==> src/rtl/clk_div_multi.sv <==
// Multi-channel runtime-programmable clock divider with glitch-free registered
// clock outputs, end-of-period tick strobes and a global phase-align pulse.
module clk_div_multi #(
    parameter int NumChannels = 2,
    parameter int CntWidth    = 16
) (
    input  logic                            clk_i,
    input  logic                            rst_ni,
    input  logic [NumChannels-1:0]          en_i,
    input  logic                            sync_i,
    input  logic [NumChannels*CntWidth-1:0] div_i,
    output logic [NumChannels-1:0]          clk_o,
    output logic [NumChannels-1:0]          tick_o,
    output logic [NumChannels*CntWidth-1:0] cur_div_o
);

    localparam logic [CntWidth-1:0] MinDiv  = CntWidth'(2);
    localparam logic [CntWidth-1:0] OneCnt  = CntWidth'(1);
    localparam logic [CntWidth-1:0] ZeroCnt = CntWidth'(0);

    // Ratios below 2 cannot form a high and a low phase, so they clamp to 2.
    function automatic logic [CntWidth-1:0] sanitise(input logic [CntWidth-1:0] d);
        logic [CntWidth-1:0] r;
        if (d < MinDiv) begin
            r = MinDiv;
        end else begin
            r = d;
        end
        return r;
    endfunction

    for (genvar c = 0; c < NumChannels; c++) begin : g_ch
        logic [CntWidth-1:0] cnt_d, cnt_q;
        logic [CntWidth-1:0] div_d, div_q;
        logic                clk_d, clk_q;
        logic                tick_d, tick_q;
        logic                run_d, run_q;
        logic [CntWidth-1:0] req_s;
        logic [CntWidth-1:0] nxt_s;
        logic [CntWidth-1:0] last_s;

        assign req_s  = sanitise(div_i[c*CntWidth +: CntWidth]);
        assign nxt_s  = cnt_q + OneCnt;
        assign last_s = div_q - OneCnt;

        // Next position, output levels and applied ratio; priority is
        // disable, then restart (sync or first enabled edge), then counting.
        always_comb begin
            cnt_d  = cnt_q;
            div_d  = div_q;
            clk_d  = clk_q;
            tick_d = 1'b0;
            run_d  = run_q;
            if (!en_i[c]) begin
                cnt_d  = ZeroCnt;
                div_d  = req_s;
                clk_d  = 1'b0;
                tick_d = 1'b0;
                run_d  = 1'b0;
            end else if (sync_i || !run_q) begin
                // A ratio still at its reset value has never been loaded, so
                // the enable edge falls back to the requested ratio.
                cnt_d  = ZeroCnt;
                clk_d  = 1'b1;
                tick_d = 1'b0;
                run_d  = 1'b1;
                if (sync_i || (div_q < MinDiv)) begin
                    div_d = req_s;
                end else begin
                    div_d = div_q;
                end
            end else if (cnt_q == last_s) begin
                cnt_d  = ZeroCnt;
                div_d  = req_s;
                clk_d  = 1'b1;
                tick_d = 1'b0;
                run_d  = 1'b1;
            end else begin
                cnt_d  = nxt_s;
                div_d  = div_q;
                clk_d  = (nxt_s < (div_q >> 1));
                tick_d = (nxt_s == last_s);
                run_d  = 1'b1;
            end
        end

        // Channel state register; reset clears everything immediately.
        always_ff @(posedge clk_i or negedge rst_ni) begin
            if (!rst_ni) begin
                cnt_q  <= ZeroCnt;
                div_q  <= ZeroCnt;
                clk_q  <= 1'b0;
                tick_q <= 1'b0;
                run_q  <= 1'b0;
            end else begin
                cnt_q  <= cnt_d;
                div_q  <= div_d;
                clk_q  <= clk_d;
                tick_q <= tick_d;
                run_q  <= run_d;
            end
        end

        assign clk_o[c]                          = clk_q;
        assign tick_o[c]                         = tick_q;
        assign cur_div_o[c*CntWidth +: CntWidth] = div_q;
    end

endmodule

==> config.mk <==
export PLATFORM = sky130hd
export DESIGN_NAME = clk_div_multi
export DESIGN_NICKNAME = d
export VERILOG_FILES = /design/src/rtl/clk_div_multi.sv
export SDC_FILE = /design/constraint.sdc
export NUM_CORES = 1
export LEC_CHECK = 0
export BUFFER_PORTS_ARGS = -buffer_cell sky130_fd_sc_hd__buf_4
export CAP_MARGIN = 25
export CORE_MARGIN = 10
export CORE_UTILIZATION = 59
export CTS_BUF_LIST = sky130_fd_sc_hd__clkbuf_8
export DETAILED_ROUTE_END_ITERATION = 16
export PLACE_DENSITY = 0.81
export SLEW_MARGIN = 5
export SYNTH_ARGS = -nofsm -noshare
export SYNTH_HDL_FRONTEND = slang
export SYNTH_SLANG_ARGS = --single-unit
==> constraint.sdc <==
create_clock -name clk_i -period 6 [get_ports clk_i]
set_input_delay 0.9 -clock clk_i [delete_from_list [all_inputs] [get_ports clk_i]]
set_output_delay 0.9 -clock clk_i [all_outputs]
set_load 0.02 [all_outputs]
# Yosys cells after proc, flatten, opt, wreduce, memory -nomap -nowiden
# Index checks and enable logic that the tools add are counted.
[word_totals]
regBits = 70
in_bits = 37
[classes]
add_sub_neg = 4
magnitude_cmp = 6
eq_ne = 8
mux = 30
n_reduce_logical = 8
[op_table]
columns = ["cell", "n"]
rows = [
  ["two-way mux 16 bit", 16],
  ["== test 16 bit", 4],
  ["< comparator 16 x 2 -> 1 bit (second input constant)", 4],
  ["adder 16 x 1 -> 16 bit (second input constant)", 2],
  ["< comparator 16 x 15 -> 1 bit", 2],
  ["subtractor 16 x 1 -> 16 bit (second input constant)", 2],
  ["two-way mux 1 bit", 14],
  ["inequality test 3 x 1 -> 1 bit (second input constant)", 2],
  ["inequality test 3 x 2 -> 1 bit (second input constant)", 2],
  ["logical OR 1 bit", 4],
  ["AND reduction 2 bit", 2],
  ["logical NOT 1 bit", 2],
]

# Logic depth before layout (Yosys ltp)
[logic_depth]
depth_word = 5
depth_mapped = 14
mapped_depth_nobuf = 13

# Worst setup path before layout
# Ideal clock, no wire load.
[synth_path]
kind = "reg-to-reg"
from = "register g_ch[0].cnt_q[3]"
to = "register g_ch[0].clk_q"
setup_ns = 0.088
arrival_time_ns = 3.068
required_time_ns = 5.912
slack_ns = 2.844
stages_incl_launch_ff = 15
n_path_buf = 2
period_less_slack_ns = 3.156
path_cell_list = "dfrtp_1 clkbuf_1 nand4_1 nor4_1 and3_1 clkbuf_1 and3_1 xor2_1 ha_1 nand3_1 nor2_1 o21ai_0 a21oi_1 or4_1 a41oi_1"
[synth_via]
elab_chain_len = 5
elab_cells_between_ends = 6
classes_between = "add/sub: 1; order compare: 1; eq/ne: 1; mux: 3"
[synth_rtl]
columns = ["element", "line", "text"]
rows = [
  ["start: declaration", "33", "logic [CntWidth-1:0] cnt_d, cnt_q;"],
  ["start signal: assignment", "90", "cnt_q <= ZeroCnt;"],
  ["start signal: assignment", "96", "cnt_q <= cnt_d;"],
  ["adder 16 x 1 -> 16 bit", "43", "assign nxt_s = cnt_q + OneCnt;"],
  ["< comparator 16 x 15 -> 1 bit", "81", "clk_d = (nxt_s < (div_q >> 1));"],
  ["two-way mux 1 bit (*)", "72", "end else if (cnt_q == last_s) begin"],
  ["two-way mux 1 bit (*)", "60", "end else if (sync_i || !run_q) begin"],
  ["two-way mux 1 bit (*)", "54", "if (!en_i[c]) begin"],
  ["net g_ch[0].clk_d", "35", "logic clk_d, clk_q;"],
  ["end signal: assignment", "98", "clk_q <= clk_d;"],
  ["end: declaration", "35", ""],
]
# Mark *: on every way through the listed nets, which the timed path passes. The rest lies on a longest branch.
# A chain may end at the register's enable or synchronous reset.

# Worst setup path in the final report
# Same ends and word-level chain as after synthesis.

==> metrics.cfg <==
[outcome]
status = finished, final reports clean

[cts]
cts_sinks = 70
post-cts-setup-buffers = 0
cts_buffers = 9
cts_buffer_depth = 2
cts_tree = done
htreeDepth = 3
cts_resized = 0
cts-root-buf = clkbuf_8
insertion_delay_ns = 0.38
clkTransAtPathRegs_ns = 0.08
cts_hold_repair.buffers = 0

[setup_path]
cp_cell_sequence = nand4_1 -> nor4_1 -> and3_1 -> and3_1 -> xor2_1 -> ha_1 -> nand3_1 -> nor2_1 -> o21ai_0 -> a21oi_1 -> or4_1 -> a41oi_1
cpMaxStageDelayCell = nor4_1
r2r_cells = 12
cp.depth = 12
slowest_delay_ns = 0.70
start_kind = flop
crit_type = reg2reg
cp_top_family = simple AND/OR/NAND/NOR gates
path_max_fanout = 6
end_kind = flop
cp_common_cell = and3_1
required_ns = 6.28
critPathBufInv = 0
worst_ep_arrival_time_ns = 3.89

[power_and_ir_drop]
swShare = 0.3209
power_frac_seq = 0.434
p_sw_uw = 405.2
p_total_uw = 1263
power_density_nw_per_um2 = 190.6
p_comb_frac = 0.225
clkPwrFrac = 0.341
power.leakage_uw = 0.003033
p_int_uw = 857.6
peakVddDrop_uv = 167.9

[drt]
postRouteWirelength_um = 15930
post_drt_wl_per_cell_um = 19.33
vias_per_cell = 6.027
drcViolationCount = 0
final_antenna_net_count = 0
drt_iter0_markers = 400
drtPass1Iterations = 5
num_vias = 4966

[min_path]
min_path_cells = 1
hp-class = reg2reg

[sta]
setup_slack_ns = 2.393
hold_violations = 0
period_share = 0.6011
finalMaxSlewViolations = 0
finalSetupViolCount = 0
rsz0062_at_grt = false
tightestPinTransition_ns = 0.8898
finClkSkew_ns = 0.007004
min_period_ns = 3.607
max_freq_mhz = 277.3
relSlewSlack = 0.4068
hold_slack_ns = 0.5368
fin_tns_setup_ns = 0

[job]
max_cap_violations = 0

[die]
core_um2 = 9729
dieArea_um2 = 14350
start_util = 0.6039
top_level_ports = 73
rows = 36
die_h_um = 119.8
die_w_um = 119.8

[grt]
grt_pass1_vias = 5028
grt_use_total = 0.2241
grt_max_degree = 71
grt_pass1_wl_um = 25990
antenna_found_initial = 0
grt.overflow.total = 0

[cells_and_area]
drive_gt1_frac = 0.1997
antennaDiodeCount = 0
nNetsFinal = 755
fin_area_um2 = 6624
area_delta_synth_final_pct = 12.73

[yosys]
synth.avg_cell_area_um2 = 9.238
yosysTopAreaCellShare = 0.2981
syn_inst = 636
seq_area_frac_synth = 0.2981
synth-seq-cells = 70
netlist_top_cells_area = dfrtp_1, xnor2_1, ha_1, xor2_1, mux2_4
synth_edf_count = 0
syn_nets = 705
syn_area_um2 = 5876
ys_warn_count = 0
synth-async-reset-ratio = 1.000
synth_top_cell_by_area = dfrtp_1
ys.flop_type = dfrtp_1
synth.distinct_cells = 68

[placement]
preCtsSetupSlack_ns = 2.214
dp.final_hpwl_um = 12400
place_congestion = 0.9631
placed_cell_area_um2 = 6394
io_buffer_count = 72

## layer usage
metal / routed length, um / share of wire / GRT usage
met5: 0 / 0 / 0
met2: 7039 / 0.44 / 0.3408
met3: 1324 / 0.083 / 0.06751
met1: 7230 / 0.45 / 0.2953
met4: 337 / 0.021 / 0.08069
## per-stage QoR
stage	instances	util
after CTS	823	0.6793
after global placement	807	0.6572
after global routing	824	0.6808
after floorplan	636	-
after detailed placement	807	0.6572
final	824	0.6808
## path summary, 6_finish.rpt
kind | start | endpoint | slack [ns]
worst max-delay path | g_ch[0].cnt_q[3]$_DFF_PN0_ | g_ch[0].clk_q$_DFF_PN0_ | 2.39
worst max register to register | g_ch[0].cnt_q[3]$_DFF_PN0_ | g_ch[0].clk_q$_DFF_PN0_ | 2.39
max in group asynchronous | rst_ni | g_ch[0].cnt_q[7]$_DFF_PN0_ | 4.78
min in group asynchronous | rst_ni | g_ch[1].cnt_q[9]$_DFF_PN0_ | 0.63
worst min-delay path | g_ch[0].cnt_q[0]$_DFF_PN0_ | g_ch[0].cnt_q[0]$_DFF_PN0_ | 0.54
worst min register to register | g_ch[0].cnt_q[0]$_DFF_PN0_ | g_ch[0].cnt_q[0]$_DFF_PN0_ | 0.54
## area by class of cell
type / count / area [um^2]
Clock inverter: 7 / 91.34
Fill cell: 816 / 3105
Clock buffer: 9 / 123.9
Tap cell: 133 / 166.4
Timing Repair Buffer: 75 / 570.5
Inverter: 53 / 198.9
Sequential cell: 70 / 1752
Multi-Input combinational cell: 477 / 3721
## cell families after synthesis
group           count (synthesis)  share of synthesized area
simple gates                  226                     0.2317
xor+xnor                      101                     0.1576
buf+inv                        89                    0.06857
compound gates                 82                    0.09838
flops                          70                     0.2981
mux                            36                    0.07751
fa+ha+maj                      32                    0.06814
## Yosys cell counts, types with 3 or more instances
cell type  number
a21o_1          5
a21oi_1        12
a311oi_1        3
a31oi_1         7
and2_1          7
and3_1          7
and4_1          4
buf_2           3
buf_4           5
buf_6           4
clkbuf_1       22
dfrtp_1        70
ha_1           32
inv_1          53
mux2_2         12
mux2_4         16
mux2i_1         8
nand2_1        16
nand3_1        22
nand4_1        15
nor2_1         47
nor2b_1        29
nor3_1         19
nor4_1         14
nor4_2          7
o2111ai_1       3
o211ai_1        6
o21a_1          5
o21ai_0        15
o22ai_1         3
o31ai_1         3
or3_1          10
or4_1           8
xnor2_1        66
xnor3_1         3
xor2_1         32
## state kept, by name, summed over array words and instances (netlist names)
register,flops
g_ch.cnt_q,32
g_ch.tick_q,2
g_ch.clk_q,2
g_ch.run_q,2
g_ch.div_q,32
## placed cells by master (no fill, tap or decap), types with 6 or more instances in the layout
| master | count |
|---|---|
| nand4_1 | 15 |
| xnor2_1 | 66 |
| mux2_2 | 12 |
| nand2_1 | 16 |
| or3_1 | 10 |
| nand3_1 | 22 |
| o211ai_1 | 6 |
| nor3_1 | 19 |
| nor2b_1 | 29 |
| inv_1 | 55 |
| mux2_4 | 16 |
| and3_1 | 7 |
| mux2i_1 | 8 |
| a21oi_1 | 12 |
| nor4_2 | 7 |
| o21ai_0 | 15 |
| xor2_1 | 32 |
| nor2_1 | 47 |
| a31oi_1 | 7 |
| nor4_1 | 14 |
| or4_1 | 8 |
| clkbuf_8 | 9 |
| buf_4 | 74 |
| dfrtp_1 | 70 |
| and2_1 | 7 |
| ha_1 | 32 |
## power by group through the flow
stage,clock [uW],combinational [uW],sequential [uW]
floorplan,0,184,546
global placement,0,278,553
detailed placement,0,284,554
CTS,440,286,545
global route,457,311,552
finish,430,285,548
(Power assumes the default switching activity.)
